<file path="config.mk">
export PLATFORM = sky130hd
export DESIGN_NAME = ex_mem
export DESIGN_NICKNAME = d
export VERILOG_FILES = /design/src/rtl/ex_mem_pkg.sv /design/src/rtl/ex_mem_pipe_reg.sv /design/src/rtl/ex_mem.sv
export SDC_FILE = /design/constraint.sdc
export NUM_CORES = 1
export LEC_CHECK = 0
export ABC_AREA = 0
export CORE_UTILIZATION = 34
export CTS_BUF_LIST = sky130_fd_sc_hd__clkbuf_4 sky130_fd_sc_hd__clkbuf_8 sky130_fd_sc_hd__clkbuf_16
export DETAILED_ROUTE_END_ITERATION = 7
export PLACE_DENSITY_LB_ADDON = 0.25
export SLEW_MARGIN = 10
export SYNTH_ARGS = -nofsm -noshare
export SYNTH_HDL_FRONTEND = slang
export SYNTH_SLANG_ARGS = --single-unit
</file>
<file path="constraint.sdc">
create_clock -name clock -period 7.2 [get_ports clock]
set_clock_uncertainty 0.1 [all_clocks]
set_input_delay 2.16 -clock clock [delete_from_list [all_inputs] [get_ports clock]]
set_output_delay 2.16 -clock clock [all_outputs]
set_load 0.01 [all_outputs]
</file>
<file path="src/rtl/ex_mem_pkg.sv">
// Shared pipeline definitions: field widths and control-bit positions
// used by the EX/MEM register and its neighbours.
package ex_mem_pkg;

  localparam int DATA_W = 32;
  localparam int REG_W  = 5;
  localparam int WB_W   = 2;
  localparam int MEM_W  = 2;

  // Control-bit positions inside the WB [1:0] and MEM [2:3] bundles
  localparam int MEMTOREG = 0;
  localparam int REGWRITE = 1;
  localparam int MEMREAD  = 2;
  localparam int MEMWRITE = 3;

endpackage

</file>
<file path="src/rtl/ex_mem_pipe_reg.sv">
// Width-N D register with asynchronous active-high clear; one per pipeline field.
module pipe_reg #(
  parameter int N = 1
) (
  input  logic         clock,
  input  logic         clear,
  input  logic [N-1:0] d,
  output logic [N-1:0] q
);

  // Capture d on every rising edge; clear overrides immediately
  always_ff @(posedge clock or posedge clear) begin
    if (clear) begin
      q <= {N{1'b0}};
    end else begin
      q <= d;
    end
  end

endmodule

</file>
<file path="src/rtl/ex_mem.sv">
// EX/MEM pipeline register: every execute-stage result and downstream control
// bundle is held for exactly one cycle; reset turns the slot into a bubble.
module ex_mem
  import ex_mem_pkg::*;
#(
  parameter int P_DATA_W = DATA_W,
  parameter int P_REG_W  = REG_W,
  parameter int P_WB_W   = WB_W,
  parameter int P_MEM_W  = MEM_W
) (
  input  logic                                 clock,
  input  logic                                 startin,
  input  logic [P_DATA_W-1:0]                  pc_beq_input,
  input  logic [P_DATA_W-1:0]                  alu_result_input,
  input  logic [P_DATA_W-1:0]                  read_data_2_input,
  input  logic [P_REG_W-1:0]                   write_register_input,
  input  logic                                 alu_zero_input,
  input  logic [P_WB_W-1:0]                    WB_input,
  input  logic [MEMREAD:MEMREAD+P_MEM_W-1]     MEM_input,
  output logic [P_DATA_W-1:0]                  pc_beq_output,
  output logic [P_DATA_W-1:0]                  alu_result_output,
  output logic [P_DATA_W-1:0]                  read_data_2_output,
  output logic [P_REG_W-1:0]                   write_register_output,
  output logic                                 alu_zero_output,
  output logic [P_WB_W-1:0]                    WB_output,
  output logic [MEMREAD:MEMREAD+P_MEM_W-1]     MEM_output
);

  pipe_reg #(.N(P_DATA_W)) u_pc_beq (
    .clock(clock), .clear(startin), .d(pc_beq_input), .q(pc_beq_output)
  );

  pipe_reg #(.N(P_DATA_W)) u_alu_result (
    .clock(clock), .clear(startin), .d(alu_result_input), .q(alu_result_output)
  );

  pipe_reg #(.N(P_DATA_W)) u_read_data_2 (
    .clock(clock), .clear(startin), .d(read_data_2_input), .q(read_data_2_output)
  );

  pipe_reg #(.N(P_REG_W)) u_write_register (
    .clock(clock), .clear(startin), .d(write_register_input), .q(write_register_output)
  );

  pipe_reg #(.N(1)) u_alu_zero (
    .clock(clock), .clear(startin), .d(alu_zero_input), .q(alu_zero_output)
  );

  pipe_reg #(.N(P_WB_W)) u_wb (
    .clock(clock), .clear(startin), .d(WB_input), .q(WB_output)
  );

  // MEM keeps its [2:3] numbering: MemRead lands on d[1], MemWrite on d[0]
  pipe_reg #(.N(P_MEM_W)) u_mem (
    .clock(clock), .clear(startin), .d(MEM_input), .q(MEM_output)
  );

endmodule

</file>
After elaboration in Yosys (flattened, before gate mapping):

Cells that the tools add are included.

* flip-flop bits (word level): 106
* bits of input ports: 108
* output and inout port bits: 106
* logic and storage cells: 7

Logic depth before layout (Yosys ltp):

Gate-level depths: netlist of run 1.

* word-level depth: 0
* gate-level depth with buffers: 1
* mapped depth without buffers: 1

Modules after synthesis:

From an unflattened synthesis of run 1, not the netlist that was laid out.

* cell total of the unflattened synthesis: 113
* area total of the unflattened synthesis: 2678.8 sq um

Modules (own cells, without submodules)
* pipe_reg at u_alu_result ...: times used 3, cells each 33, area an instance 804.5 sq um, seq. area each 800.8 sq um
* pipe_reg at u_write_register: times used 1, cells each 6, area an instance 128.9 sq um, seq. area each 125.1 sq um
* pipe_reg at u_mem ...: times used 2, cells each 3, area an instance 53.8 sq um, seq. area each 50.0 sq um
* pipe_reg at u_alu_zero: times used 1, cells each 2, area an instance 28.8 sq um, seq. area each 25.0 sq um

Worst setup path after synthesis of run 1:

No wires, ideal clock.

* kind: register to output
* from: reg u_mem.q[1]
* to: out MEM_output[2] (netlist name)
* data required time: 4.940 ns
* data arrival time: 0.376 ns
* path slack: 4.564 ns
* path buffers: 0
* stages on the path, launching flop included: 1
* cell sequence: dfrtp_1

RTL lines
* from (decl): line ex_mem_pipe_reg.sv:8 `output logic [N-1:0] q`
* from (signal assigned): line ex_mem_pipe_reg.sv:14 `q <= {N{1'b0}};`
* to (decl): line ex_mem.sv:26 `output logic [MEMREAD:MEMREAD+P_MEM_W-1] MEM_output`

No word-level cell between the ends.

Worst setup path after layout of run 1:

* from: reg u_pc_beq.q[11]
* to: out pc_beq_output[11]

RTL lines
* from (decl): line ex_mem_pipe_reg.sv:8
* from (signal assigned): line ex_mem_pipe_reg.sv:14
* to (decl): line ex_mem.sv:20 `output logic [P_DATA_W-1:0] pc_beq_output,`

No word-level cell between the ends.

==> results of run 1 <==
## flip-flops by register name (all words and copies together) (netlist names)
signal / cells
u_mem.q: 2
u_write_register.q: 5
u_wb.q: 2
u_pc_beq.q: 32
u_alu_zero.q: 1
u_alu_result.q: 32
u_read_data_2.q: 32
## synthesized netlist by cell type
cell / instances
sky130_fd_sc_hd__dfrtp_1: 106
sky130_fd_sc_hd__inv_1: 1
## cells by family after synthesis
group                  Yosys count  synth area share [%]
buffers and inverters            1                 0.141
flip-flops                     106                  99.9
## layout make-up
class	count	area [um^2]	area share [%]
inverters	1	6.26	0.122
repair buffers	214	2140	41.9
flip-flops and latches	106	2650	51.9
clock inverters	6	51.3	1.00
well taps	99	124	2.42
clock buffers	10	138	2.69
## layer usage
metal  track usage, %  vias up  wire, um
met5                0        -         0
met4             8.20        0       128
met3             6.82       12       737
met2             28.4      128      3330
met1             18.3      836      2210
li1                 -      774         -
## final timing paths
check | start | end | slack (ps)
worst max-delay path | u_pc_beq.q[11] | pc_beq_output[11] | 3690
min in group clock | write_register_input[1] | u_write_register.q[1] | 2130
worst min-delay path | startin | u_alu_result.q[18] | 2120
max in group asynchronous | startin | u_pc_beq.q[28] | 3780
## report_power, final
group	leakage (nW)	switching [mW]	internal (mW)
combinational	0.843	0.0472	0.101
sequential	1.24	0.00766	0.624
clock	0.0866	0.191	0.139
total	2.16	0.246	0.864
## per-stage QoR
step	setup WS (ps)	total power, mW	instance area, um^2	utilization (%)	cells
6_report	3690	1.11	5110	69.0	436
5_1_grt	3520	1.16	5110	69.0	436
4_1_cts	3650	1.13	5110	69.0	436
3_5_place_dp	3320	0.794	4920	66.4	420
3_3_place_gp	3330	0.792	4920	66.4	420
2_1_floorplan	2150	0.670	2660	-	107
==> results.md, run 1 <==
Floorplan:
- The area of the core region is 7410 um^2.
- The width of the die is 90.4 um.
- The die area is 8170 um^2.
- In this run the core area contains 31 standard-cell rows.
- In this run the vertical extent of the chip is 90.4 um.
- The number of top-level pins is 214.
- The initial standard-cell utilization of the core is 35.9%.

Pwr:
- VDD sags by at most 0.000112 V.
- In this run the power density over the cells is 217 nW/um^2.
- For this design the static power due to leakage is 2.16 nW.

Synthesis:
- Summed over its instances, the top area cell type makes up 99.9% of the synthesized netlist area.
- Summing every instance area after synthesis gives 2660 um^2.
- After synthesis, the cell types taking the most area are sky130_fd_sc_hd__dfrtp_1, sky130_fd_sc_hd__inv_1.
- The number of nets handed over by synthesis was 215.
- The post-synthesis instance total is 107.
- The sequential fraction of the synthesis area is 99.9%.
- The number of register bits inferred by synthesis is 106.
- After synthesis, the mean cell area works out to 24.8 um^2.
- The synthesized design spends more area on one cell type than any other, namely sky130_fd_sc_hd__dfrtp_1.
- The netlist uses 2 different library cells.
- For this run, the number of Yosys warnings is 0.

STA:
- Setup repair after global routing left no endpoint under its margin.
- In this run the tightest slew margin relative to its limit is 55.6%.
- The number of max-slew violations in the final report came to 0.
- Across all hold checks on the routed design, the worst slack comes to 2120 ps.
- For this run, the top clock speed supported by timing is 285 MHz.
- Setup violations remaining at the end of the flow were counted as 0.
- The final critical path takes up 48.7% of the cycle.
- At the pin with the least slew margin, the transition time is 666 ps.
- The total count of hold-check failures in the final report came to 0.
- Subtracting the final worst setup slack from the clock period gives 3510 ps.
- For the final routed database, the setup TNS stands at 0 ps.

GRT:
- Global routing used 16.8% of the available tracks.
- Entering global routing, the biggest net connects 58 pins.
- The first-pass GRT wire length is 10100 um.
- The final global-route overflow total is 0.
- The number of antenna violations at the first check in global routing is 0.
- The number of global-route vias before repair is 1853.

Clock network:
- The CTS tree is yes.
- The clock-pin slew of the registers on the worst-case setup and hold paths is 100 ps.
- The number of levels the H-tree was split into is 3.
- The number of hold-repair buffers added at the cts stage is 0.
- The number of post-CTS setup repair buffers is 0.
- The number of buffers between clock root and the deepest sink is 2.
- The cell sitting at the root of the clock tree is a sky130_fd_sc_hd__clkbuf_8.
- The total CTS buffers is 9.
- CTS saw 106 sinks.
- The post-cts resize count is 0.

Final layout:
- The combined area of the multi-input logic cells is 0 um^2.
- The repair_antennas step left the layout with diodes totalling 0.
- The fraction of layout cells with a size suffix above 1 is 5.34%.
- In the layout the commonest cells are sky130_fd_sc_hd__clkdlybuf4s50_1, sky130_fd_sc_hd__dfrtp_1, sky130_fd_sc_hd__clkbuf_8, sky130_fd_sc_hd__clkinvlp_4, sky130_fd_sc_hd__clkinv_4.
- 0 cells are multi-input combinational gates.
- The leading cell type in the layout, fill and taps excluded is sky130_fd_sc_hd__clkdlybuf4s50_1.
- The final layout net count is 440.
- Fill cells in the final layout number 515.
- The area growth from synthesis to layout is 92.4%.

Setup path:
- STA puts the critical path data required time at 4940 ps.
- Of all nets on the critical path, the largest fanout is 1.
- The number of buffers and inverters on the critical path is 1.
- Walking the worst path, the cells encountered are clkdlybuf4s50_1.
- The worst setup path is launched from a flop.
- Among all stages on the critical path, the largest delay is contributed by sky130_fd_sc_hd__clkdlybuf4s50_1.
- The signal arrival time at the worst endpoint is 1250 ps.
- In this run the number of cells on the critical path is 1.
- The maximum single-stage delay on the critical path is 550 ps.
- Grouping stages by cell kind, the critical path spends the most delay in buffers and inverters.
- STA classifies the critical path endpoint as a primary output.
- The class of the most critical setup path is reg -> out.

Status:
- The run finished with clean final reports.

Placement:
- Buffers placed on the I/O ports in this run total 213.
- The half-perimeter wire length after detailed placement is 4980 um.
- The congestion estimate from routability-driven global placement came to 0.714.

Run:
- The tool flagged a number of max-cap violations equal to 0.

Detailed routing:
- After detailed routing, the number of remaining DRC violations is 0.
- The per-cell routed wire length is 14.7 um.
- The detail-routed via count per cell is 4.01.
- The antenna violation net count after detailed routing is 0.
- The routed layout has 1750 vias.
- The iteration count of the initial detailed-routing pass is 4.
- The total wire length after detailed routing is 6400 um.
- The violation count after the first detailed-route iteration is 38.

Worst hold path:
- The min-delay analysis places its worst path in the category in -> async.
Note: power is estimated with default switching activity, not from simulation.
==> run 2, diff against run 1 <==
--- a/config.mk
+++ b/config.mk
@@ -6,7 +6,7 @@
 export NUM_CORES = 1
 export LEC_CHECK = 0
 export ABC_AREA = 0
-export CORE_UTILIZATION = 34
+export CORE_UTILIZATION = 32
 export CTS_BUF_LIST = sky130_fd_sc_hd__clkbuf_4 sky130_fd_sc_hd__clkbuf_8 sky130_fd_sc_hd__clkbuf_16
 export DETAILED_ROUTE_END_ITERATION = 7
 export PLACE_DENSITY_LB_ADDON = 0.25
==> constraint.sdc (replaced) <==
create_clock -name clock -period 3.7 [get_ports clock]
set_clock_uncertainty 0.1 [all_clocks]
set_input_delay 1.11 -clock clock [delete_from_list [all_inputs] [get_ports clock]]
set_output_delay 1.11 -clock clock [all_outputs]
set_load 0.01 [all_outputs]
==> run 2 against run 1 <==
Routed wire length decreased by 2.6%; sequential power increased by 95%; global-route usage decreased by 2.1 points; worst setup slack got worse by 2400 ps; critical path depth unchanged; cell count increased by 0.46%; hold slack got worse by 1000 ps; total power increased by 100%; highest routed layer unchanged; cell area increased by 0.98%; clock-buffer cell count increased by 1; clock power increased by 130%.
==> results.md, run 2 (synthesis gave the netlist of run 1 again) <==
Clock network:
- The post-cts resize count was 0 (unchanged).
- The number of hold-repair buffers added at the cts stage is 0 (unchanged).
- The number of post-CTS setup repair buffers is 0 (unchanged).
- The total number of clock tree sinks is 106 (unchanged).
- The clock-pin slew of the registers on the worst-case setup and hold paths is 90 ps (about the same).
- The total CTS buffers was 9 (unchanged).
- The CTS tree is yes.
- In this run the clock root is driven by a sky130_fd_sc_hd__clkbuf_8.
- The number of levels the H-tree was split into is 3 (unchanged).
- The number of buffers between clock root and the deepest sink is 2 (unchanged).

Detailed routing:
- The total wire length after detailed routing is 6230 um (-2.6%).
- The violation count after the first detailed-route iteration is 33 (-13%).
- The iteration count of the initial detailed-routing pass came to 3 (-1).
- The remaining routing DRC violations is 0 (unchanged).
- The antenna violation net count after detailed routing is 0 (unchanged).
- The detail-routed via count per cell is 3.92 (-2.2%).
- The total via count in the routed design was 1719 (-1.8%).
- The per-cell routed wire length is 14.2 um (-3.1%).

STA:
- Setup repair after global routing left no endpoint under its margin.
- Timing would allow up to 410 MHz.
- The final setup violation count is 0 (unchanged).
- The final critical delay including setup and external delays is 2440 ps.
- The minimum setup slack in the final design is 1260 ps (-2430 ps).
- The total count of hold-check failures in the final report is 0 (unchanged).
- The post-route fraction of the period consumed by the critical path is 66.0%.
- The number of max-slew violations in the final report is 0 (unchanged).
- The final setup TNS came to 0 ps (unchanged).
- The remaining max-slew budget at the tightest pin is 63.6% (+8.0 points).
- The slew of the pin with the lowest slew margin came to 546 ps (-120 ps).

Final layout:
- The combined area of the multi-input logic cells is 0 um^2 (unchanged).
- The area growth from synthesis to layout is 94.3%.
- In the layout the commonest cells are sky130_fd_sc_hd__clkdlybuf4s50_1, sky130_fd_sc_hd__dfrtp_1, sky130_fd_sc_hd__clkbuf_8, sky130_fd_sc_hd__clkinvlp_4, sky130_fd_sc_hd__bufinv_16.
- The number of antenna repair diodes is 0 (unchanged).
- The final-layout fill cell count is 585 (+14%).
- The fraction of layout cells with a size suffix above 1 is 5.06% (-0.28 points).
- The total number of multi-input combinational cells is 0 (unchanged).
- In the final layout, the registers with the most flip-flops are u_alu_result.q (32), u_pc_beq.q (32), u_read_data_2.q (32).
- The final layout net count is 440 (unchanged).
- The post-layout instance count excluding filler cells was 438 (+0.46%).
- The library cell used most frequently in the layout, excluding fill and tap cells, is sky130_fd_sc_hd__clkdlybuf4s50_1.

Placement:
- The count of buffers from port buffering is 213 (unchanged).
- The worst setup slack after placement is 1530 ps (-1790 ps).
- The count of placed standard cells including taps is 423 (+0.71%).
- The half-perimeter wire length after detailed placement was 4680 um (-6.0%).
- The routability congestion estimate is 0.691 (-3.2%).

Pwr:
- The standby leakage power came to 2.19 nW (+1.0%).
- The largest vdd supply drop is 0.000260 V (+130%).
- The power density relative to cell area is 441 nW/um^2 (+100%).

Setup path:
- The highest fanout seen on the critical path was 1 (unchanged).
- The critical path is of the reg -> out type.
- The kind of launch point of the worst setup path is a flop.
- The maximum single-stage delay on the critical path was 540 ps (about the same).
- The slowest cell on the critical path is sky130_fd_sc_hd__clkdlybuf4s50_1.
- The signal arrival time at the worst endpoint was 1230 ps (-20 ps).
- The category of cells accounting for the largest share of critical-path delay is buffers and inverters.
- Walking the worst path, the cells encountered are clkdlybuf4s50_1.
- The required time reported for the critical path endpoint came to 2490 ps (-2450 ps).
- The sort of element at the end of the critical path is a primary output.
- The number of buffers and inverters on the critical path is 1 (unchanged).

Floorplan:
- The height of the die came to 93.1 um (+3.0%).
- The initial standard-cell utilization of the core is 33.7% (-2.2 points).
- The die area is 8670 um^2 (+6.1%).
- The number of standard-cell rows in the floorplan is 32 (+3.2%).
- The area of the core region is 7890 um^2 (+6.5%).
- The width of the die is 93.1 um (+3.0%).
- The number of top-level pins was 214 (unchanged).

GRT:
- The first-pass GRT wire length was 9430 um (-6.2%).
- The final global-route overflow total is 0 (unchanged).
- The pin count of the biggest net entering global routing is 107 (+84%).
- The number of antenna violations at the first check in global routing is 0 (unchanged).
- The number of global-route vias before repair is 1863 (+0.54%).
- The global-route usage over all layers is 14.7% (-2.1 points).

Status:
- The run finished with clean final reports.

Run:
- The max-capacitance violation count came to 0 (unchanged).

Worst hold path:
- The type of the tightest min-delay check is in -> reg.
-- run 2: changes by cell type in the layout (fill, tap and decap cells not counted) --
cell                         change
sky130_fd_sc_hd__buf_12          +1
sky130_fd_sc_hd__clkinvlp_4      -1
sky130_fd_sc_hd__clkbuf_4        +1
sky130_fd_sc_hd__inv_8           -1
sky130_fd_sc_hd__buf_4           -1
sky130_fd_sc_hd__inv_4           -1
sky130_fd_sc_hd__bufinv_16       +2
sky130_fd_sc_hd__clkinv_4        -1
-- run 2: power by group --
part	switching, mW	internal (mW)	total, mW
logic	0.0910	0.197	0.289
clock network	0.351	0.405	0.756
registers	0.0147	1.22	1.23
total	0.457	1.82	2.27
-- run 2: layout make-up --
cell class	count	area [um^2]	area share (%)
flip-flops and latches	106	2650	51.4
clock buffers	11	145	2.81
well taps	102	128	2.47
clock inverters	4	76.3	1.48
repair buffers	214	2150	41.7
inverters	1	7.51	0.145
-- run 2: metrics by stage --
step / total power [mW] / utilization (%) / hold slack [ps] / area (um^2)
2_1_floorplan: 1.30 / - / 1040 / 2660
5_1_grt: 2.38 / 65.4 / 1070 / 5160
4_1_cts: 2.32 / 65.4 / 1070 / 5160
6_report: 2.27 / 65.4 / 1090 / 5160
3_3_place_gp: 1.54 / 62.6 / 1450 / 4940
3_5_place_dp: 1.55 / 62.6 / 1460 / 4940
-- run 2: metal layers --
metal	vias up	wire, um	track usage [%]
met5	-	0	0
met4	0	125	6.67
met3	11	789	7.07
met2	116	3190	24.5
met1	820	2130	15.8
li1	772	-	-
-- run 2: path summary, 6_finish.rpt --
kind / start / endpoint / slack [ps] / cells after the start
setup / recovery: u_read_data_2.q[2] / read_data_2_output[2] / 1260 / 1
hold / removal: alu_result_input[0] / u_alu_result.q[0] / 1090 / 1
max in group asynchronous: startin / u_alu_result.q[20] / 1900 / 3
min in group asynchronous: startin / u_alu_result.q[0] / 1170 / 3
==> run 3, diff against run 2 <==
==> constraint.sdc (replaced) <==
create_clock -name clock -period 2.5 [get_ports clock]
set_clock_uncertainty 0.1 [all_clocks]
set_input_delay 0.75 -clock clock [delete_from_list [all_inputs] [get_ports clock]]
set_output_delay 0.75 -clock clock [all_outputs]
set_load 0.01 [all_outputs]
==> run 3 against run 2 <==
Cell area decreased by 0.46%; worst setup slack got worse by 840 ps; global-route usage increased by 0.25 points; flip-flop and latch count unchanged; critical path depth unchanged; hold slack got worse by 360 ps.
==> results.md, run 3 (synthesis gave the netlist of run 1 again) <==
STA:
- The worst slack on hold paths came to 729 ps (-363 ps).
- The final critical path takes up 83.4% of the cycle.
- Setup repair after global routing left no endpoint under its margin.
- The number of max-slew violations in the final report is 0 (unchanged).
- The remaining max-slew budget at the tightest pin was 63.6% (about the same).
- The final setup TNS was 0 ps (unchanged).
- Derived from the worst setup path, the maximum achievable clock frequency is 480 MHz.
- The total count of hold-check failures in the final report is 0 (unchanged).
- The routed design could run at a clock period as short as 2090 ps.
- The final setup violation count is 0 (unchanged).
- The slew of the pin with the lowest slew margin is 545 ps (-0.606 ps).

GRT:
- The first-pass GRT wire length is 9470 um (+0.51%).
- The global-route usage over all layers is 15.0% (+0.25 points).
- The number of antenna violations at the first check in global routing came to 0 (unchanged).
- The final global-route overflow total is 0 (unchanged).
- The number of global-route vias before repair is 1860 (-0.16%).
- The pin count of the biggest net entering global routing is 107 (unchanged).

Setup path:
- The slowest cell on the critical path is sky130_fd_sc_hd__clkdlybuf4s50_1.
- The number of buffers and inverters on the critical path is 1 (unchanged).
- The total number of cells along the worst setup path is 1 (unchanged).
- The required time reported for the critical path endpoint is 1650 ps (-840 ps).
- Walking the worst path, the cells encountered are clkdlybuf4s50_1.
- The sort of element at the end of the critical path is a primary output.
- The kind of launch point of the worst setup path is a flop.
- The class of the most critical setup path is reg -> out.
- The maximum single-stage delay on the critical path is 540 ps (about the same).
- The highest fanout seen on the critical path was 1 (unchanged).
- The signal arrival time at the worst endpoint is 1240 ps (about the same).
- Among cell families on the critical path, the largest total delay comes from buffers and inverters.

Detailed routing:
- The iteration count of the initial detailed-routing pass is 3 (unchanged).
- The total via count in the routed design is 1726 (+0.41%).
- The per-cell routed wire length is 14.3 um (+0.42%).
- The uppermost signal routing layer after detailed routing is met4.
- The met2 layer wire length in the routed design came to 3170 um (-0.63%).
- The total wire length after detailed routing was 6260 um (+0.42%).
- The remaining routing DRC violations was 0 (unchanged).
- The total length of routed met3 wires is 710 um (-10%).
- The antenna violation net count after detailed routing is 0 (unchanged).
- The detail-routed via count per cell is 3.94 (+0.41%).
- The violation count after the first detailed-route iteration came to 38 (+15%).
- The routed metal-1 wirelength is 2270 um (+6.4%).

Clock network:
- The post-cts resize count was 0 (unchanged).
- The clock-pin slew of the registers on the worst-case setup and hold paths is 90 ps (about the same).
- The total CTS buffers is 9 (unchanged).
- The number of post-CTS setup repair buffers came to 0 (unchanged).
- In this run the clock root is driven by a sky130_fd_sc_hd__clkbuf_8.
- The number of buffers between clock root and the deepest sink is 2 (unchanged).
- The number of hold-repair buffers added at the cts stage is 0 (unchanged).
- The CTS tree is yes.
- The number of levels the H-tree was split into came to 3 (unchanged).
- The total number of clock tree sinks came to 106 (unchanged).

Floorplan:
- The height of the die is 93.1 um (unchanged).
- The die area is 8670 um^2 (unchanged).
- The number of top-level pins was 214 (unchanged).
- The width of the die is 93.1 um (unchanged).
- The area of the core region is 7890 um^2 (unchanged).
- The initial standard-cell utilization of the core is 33.7% (unchanged).
- The number of standard-cell rows in the floorplan is 32 (unchanged).

Final layout:
- The final instance area is 5140 um^2 (-0.46%).
- The final layout net count came to 440 (unchanged).
- The area growth from synthesis to layout is 93.4%.
- The combined area of the multi-input logic cells was 0 um^2 (unchanged).
- The post-layout instance count excluding filler cells is 438 (unchanged).
- The largest registers in the layout are u_alu_result.q (32), u_pc_beq.q (32), u_read_data_2.q (32).
- The library cells used most frequently in the layout, excluding fill and tap cells, are sky130_fd_sc_hd__clkdlybuf4s50_1, sky130_fd_sc_hd__dfrtp_1, sky130_fd_sc_hd__clkbuf_8, sky130_fd_sc_hd__clkinvlp_4.
- The total number of multi-input combinational cells was 0 (unchanged).
- The leading cell type in the layout, fill and taps excluded is sky130_fd_sc_hd__clkdlybuf4s50_1.
- The number of antenna repair diodes is 0 (unchanged).
- The fraction of layout cells with a size suffix above 1 is 5.06% (unchanged).

Placement:
- The placed standard-cell area is 4940 um^2 (unchanged).
- The half-perimeter wire length after detailed placement is 4690 um (+0.12%).
- The count of buffers from port buffering is 213 (unchanged).
- The count of placed standard cells including taps was 423 (unchanged).
- The routability congestion estimate is 0.690 (about the same).

Pwr:
- The largest vdd supply drop is 0.000371 V (+43%).
- The switching part of the total was 20.8% (+0.73 points).
- The power density relative to cell area is 636 nW/um^2 (+44%).
- The switching power is 0.680 mW (+49%).
- The internal power contribution is 2.59 mW (+42%).
- The part of the power in registers is 55.7% (+1.6 points).
- The standby leakage power is 2.17 nW (-0.82%).
- The combinational fraction of design power was 13.1% (+0.4 points).
- The relative contribution of the clock network to total power is 31.2% (-2.0 points).

Run:
- The max-capacitance violation count is 0 (unchanged).

Worst hold path:
- In this run the worst hold path is classified as in -> reg.
- The number of cells on the worst hold path was 1 (unchanged).

Status:
- The run finished with clean final reports.
==> run 3: cell count changes in the layout (fill, tap and decap cells not counted) <==
cell / change
sky130_fd_sc_hd__clkinvlp_4: +2
sky130_fd_sc_hd__bufinv_16: -1
sky130_fd_sc_hd__clkinv_4: -1
==> run 3: cell type report <==
class / instances / area, um^2
Clock buffer: 11 / 145
Sequential cell: 106 / 2650
Fill cell: 582 / 2750
Inverter: 1 / 7.51
Clock inverter: 4 / 52.6
Tap cell: 102 / 128
Timing Repair Buffer: 214 / 2150
==> run 3: through the flow <==
| stage | setup slack [ps] | power, mW | util, % |
|---|---|---|---|
| 2_1_floorplan | 376 | 1.93 | - |
| 3_3_place_gp | 704 | 2.28 | 62.6 |
| 3_5_place_dp | 694 | 2.29 | 62.6 |
| 4_1_cts | 386 | 3.33 | 65.1 |
| 5_1_grt | 354 | 3.43 | 65.1 |
| 6_report | 415 | 3.27 | 65.1 |
==> run 3: layer usage <==
metal / global-route usage (%) / up-vias
met1: 16.5 / 830
met2: 24.9 / 113
met5: 0 / -
met3: 6.42 / 9
li1: - / 774
met4: 6.92 / 0
==> run 3: final timing paths <==
kind	to	start	slack, ps
worst max-delay path	read_data_2_output[2]	u_read_data_2.q[2]	410
worst min-delay path	u_read_data_2.q[13]	read_data_2_input[13]	730
max in group asynchronous	u_pc_beq.q[14]	startin	1070
min in group asynchronous	u_pc_beq.q[7]	startin	810
==> run 3: power by group through the flow <==
stage / logic, mW / clock network, mW / registers (mW)
after floorplan: 0.0253 / 0 / 1.91
after global placement: 0.429 / 0 / 1.85
after detailed placement: 0.435 / 0 / 1.86
after CTS: 0.436 / 1.07 / 1.82
after global routing: 0.456 / 1.14 / 1.83
final: 0.427 / 1.02 / 1.82
==> RTL edit 1 (flow settings as in run 2) <==
Change the package constant `DATA_W` from 32 to 24.
--- a/src/rtl/ex_mem_pkg.sv
+++ b/src/rtl/ex_mem_pkg.sv
@@ -2,7 +2,7 @@
 // used by the EX/MEM register and its neighbours.
 package ex_mem_pkg;
 
-  localparam int DATA_W = 32;
+  localparam int DATA_W = 24;
   localparam int REG_W  = 5;
   localparam int WB_W   = 2;
   localparam int MEM_W  = 2;
Ports: changed (6 resized); port bits go from 214 to 166. The function was not compared with the original's and may differ.
==> RTL edit 1 against run 2 <==
Critical path depth unchanged. Sequential cell count decreased by 24. First-iteration DRC count increased by 6.1%. Total power shrank 15%. Final area shrank 21%. Global-route usage grew 1.2 points. Routed wire length is 21% lower. Setup slack worse by 5.1 ps. Critical path type unchanged. Critical endpoint is now pc_beq_output[9]. Sequential share of layout area shrank 0.84 points. Fmax down 0.21%. Area after synthesis is 23% lower.
==> RTL edit 1: results <==
[outcome]
run_status = "complete, no violations"

[synth]
syn_nets = 167
syn_avg_cell_area_um2 = 24.8
synthTopCellsByArea = "dfrtp_1 (100%), inv_1 (0.18%)"
ys_top_cells_by_count = "dfrtp_1 (82), inv_1 (1)"

[place]
gp_congestion = 0.697
place_inst = 324
portBuffers = 165

[worst_setup_path]
crit_start = "u_pc_beq.q[9]"

[detailed_routing]
wl_per_cell_um = 14.6
wl_met1_mm = 1.50
wl_met3_um = 734
dr_total_vias = 1374
finalWirelength_mm = 4.95
firstDrtPassIters = 2
met2_length_mm = 2.59

[grt]
grt_pass1_vias = 1538
grt_pass1_wl_mm = 7.26
gr-usage-all-layers_pct = 15.9
grt_max_degree = 45

[cts]
clockRootBuffer = "clkbuf_8"

[min_path]
hold_path.class = "in -> async"

[power_and_ir_drop]
power_leakage_nw = 1.74
irDropWorstVdd_mv = 0.290

[cells_and_area]
reg_top3 = "u_alu_result.q (24), u_pc_beq.q (24), u_read_data_2.q (24)"
drive_above_1_share_pct = 6.79
fill_cells = 445

[sta]
relSlewSlack_pct = 56.1
[RTL edit 1: layout make-up]
cell class / instances / area share, %
Sequential cell: 82 / 50.6
Timing Repair Buffer: 166 / 41.2
Clock buffer: 10 / 3.24
Clock inverter: 6 / 2.59
Tap cell: 75 / 2.31
Inverter: 1 / 0.123
[RTL edit 1: worst max-delay path by stage]
stage | to | depth (start not counted)
after floorplan | u_alu_result.q[0] | 1
after global placement | u_alu_result.q[22] | 3
after detailed placement | u_pc_beq.q[2] | 3
after CTS | pc_beq_output[9] | 1
after global routing | alu_result_output[14] | 1
final | pc_beq_output[9] | 1
[RTL edit 1: through the flow]
stage	area (um2)	setup slack [ps]	utilization, %
final	4060	1250	67.0
after global placement	3820	1390	63.1
after floorplan	2060	382	-
after CTS	4060	1230	67.0
after global routing	4060	1190	67.0
after detailed placement	3820	1370	63.1
[RTL edit 1: where the power goes]
group	total (mW)	internal [mW]	switching, mW	leakage [nW]
Clock	0.745	0.452	0.293	0.123
Sequential	0.953	0.940	0.0123	0.955
Combinational	0.225	0.153	0.0713	0.659
[RTL edit 1: per-layer routing]
metal / vias up / global-route usage [%]
li1: 606 / -
met1: 655 / 14.3
met2: 102 / 26.4
met3: 11 / 9.12
met4: 0 / 11.6
met5: - / 0
[RTL edit 1: cells by family (layout without fill, tap and decap cells)]
family / after synthesis / after routing
buffers and inverters: 1 / 183
flip-flops: 82 / 82
==> RTL edit 2 (settings of run 2) <==
Without the edit above. Register the input `alu_result_input` before use. The logic sees it one clock later. The other inputs are not delayed to match.
--- a/src/rtl/ex_mem.sv
+++ b/src/rtl/ex_mem.sv
@@ -26,12 +26,18 @@
   output logic [MEMREAD:MEMREAD+P_MEM_W-1]     MEM_output
 );
 
+  logic [P_DATA_W-1:0] alu_result_input_q;
+
+  always_ff @(posedge clock) begin
+      alu_result_input_q <= alu_result_input;
+  end
+
   pipe_reg #(.N(P_DATA_W)) u_pc_beq (
     .clock(clock), .clear(startin), .d(pc_beq_input), .q(pc_beq_output)
   );
 
   pipe_reg #(.N(P_DATA_W)) u_alu_result (
-    .clock(clock), .clear(startin), .d(alu_result_input), .q(alu_result_output)
+    .clock(clock), .clear(startin), .d(alu_result_input_q), .q(alu_result_output)
   );
 
   pipe_reg #(.N(P_DATA_W)) u_read_data_2 (
Formal check against the unedited RTL: not equivalent (a bounded check fails within 4 cycles, from zero or initial values).
==> RTL edit 2 against run 2 <==
Routed wire length rose by 15%. Setup slack got worse by 160 ps. Area after synthesis increased by 24%. Sequential power grew 30%. Sequential cell count rose by 32. First-iteration DRC count fell by 15%. Synthesized cell count grew 30%. Final area rose by 21%. Core utilization is 2.1 points lower. Total power increased by 58%. Non-clock buffer count rose by 1. Critical path type unchanged. Largest cell class unchanged. Largest power group is now the clock network.
==> RTL edit 2: results <==
[grt]
antenna_found_initial = 0
grt_max_degree = 56
grt_pass1_vias = 2100
gr-usage-all-layers_pct = 14.8
grt_pass1_wl_mm = 11.7

[place]
dpl_cell_area_um2 = 5630
portBuffers = 213
place_inst = 487
gp_congestion = 0.774
hpwl_mm = 5.32

[synth]
synth-seq-area-share_pct = 99.9
syn_nets = 247
ys_top_cells_by_count = "dfrtp_1 (106), dfxtp_1 (32), inv_1 (1)"
synth_xor_area_share_pct = 0
async_reset_ff_share_pct = 76.8
synth_adder_area_share_pct = 0
synth-compound-area-share_pct = 0
yosysWarnings = 0
syn_inst = 139
synthTopCellsByArea = "dfrtp_1 (80%), dfxtp_1 (19%), inv_1 (0.11%)"
muxShareOfSynthArea_pct = 0
ys_types = 3

[worst_setup_path]
cp_max_fo = 1
max_stage_delay_ps = 560
worst_ep_arrival_time_ps = 1390
critical_path.top_delay_family = "buffers and inverters"
slowest_stage = "clkdlybuf4s50_1"
worstRegToRegCells = 0

[cells_and_area]
antennaDiodeCount = 0
multi_input_gates = 0
drive_above_1_share_pct = 9.07
nNetsFinal = 481

[cts]
clock_latency_ps = 500
clockBufferDepth = 2
numCtsBuffers = 17
clkTransAtPathRegs_ps = 60
clockRootBuffer = "clkbuf_8"
cts.htree.levels = 4
cts_resized = 0
cts_setup_buffers = 0

[detailed_routing]
wl_per_cell_um = 13.9
firstDrtPassIters = 2
drt_iter0_markers = 28
finalWirelength_mm = 7.20
dr_total_vias = 2012

[min_path]
hold_path.class = "reg -> reg"
holdPathStages = 0

[sta]
finalMaxSlewViolations = 0
worst_slew_pin_slew_ps = 415

[power_and_ir_drop]
power_leakage_nw = 2.65
irDropWorstVdd_mv = 0.292

[outcome]
run_status = "complete, no violations"
RTL edit 2: layout make-up:
type / count / area, um2
sequential: 138 / 3290
clock inverter: 10 / 128
fill: 698 / 3620
tap: 133 / 166
timing repair buffer: 215 / 2160
clock buffer: 22 / 493
inverter: 1 / 7.51
RTL edit 2: final timing paths:
kind	from	endpoint	slack [ps]
max	u_alu_result.q[5]	alu_result_output[5]	1100
min	alu_result_input_q[31]	u_alu_result.q[31]	220
max reg2reg	alu_result_input_q[3]	u_alu_result.q[3]	3190
min reg2reg	alu_result_input_q[31]	u_alu_result.q[31]	220
max in group asynchronous	startin	u_pc_beq.q[9]	1910
min in group asynchronous	startin	u_wb.q[0]	860
RTL edit 2: cells by family (layout without fill, tap and decap cells):
logic type,after synthesis,in the layout
buffers and inverters,1,248
DFF,138,138
RTL edit 2: routing by layer:
metal	vias to the layer above	global-route usage [%]	routed length, um
li1	901	-	-
met1	960	16.1	2660
met2	145	23.5	3550
met3	6	8.43	911
met4	0	6.52	74
met5	-	0	0
RTL edit 2: metrics by stage:
| step | utilization (%) | setup WS (ps) | hold WS, ps | power (mW) |
|---|---|---|---|---|
| finish | 63.3 | 1100 | 224 | 3.59 |
| global route | 63.3 | 1030 | 229 | 3.75 |
| CTS | 63.3 | 1050 | 226 | 3.65 |
| detailed placement | 57.0 | 1340 | 220 | 1.92 |
| global placement | 57.0 | 1350 | 217 | 1.92 |
| floorplan | - | 1220 | 216 | 1.68 |
RTL edit 2: report_power, final:
group	internal (mW)	switching, mW
Sequential	1.58	0.0194
Combinational	0.198	0.0923
Clock	1.08	0.617
Total	2.86	0.729
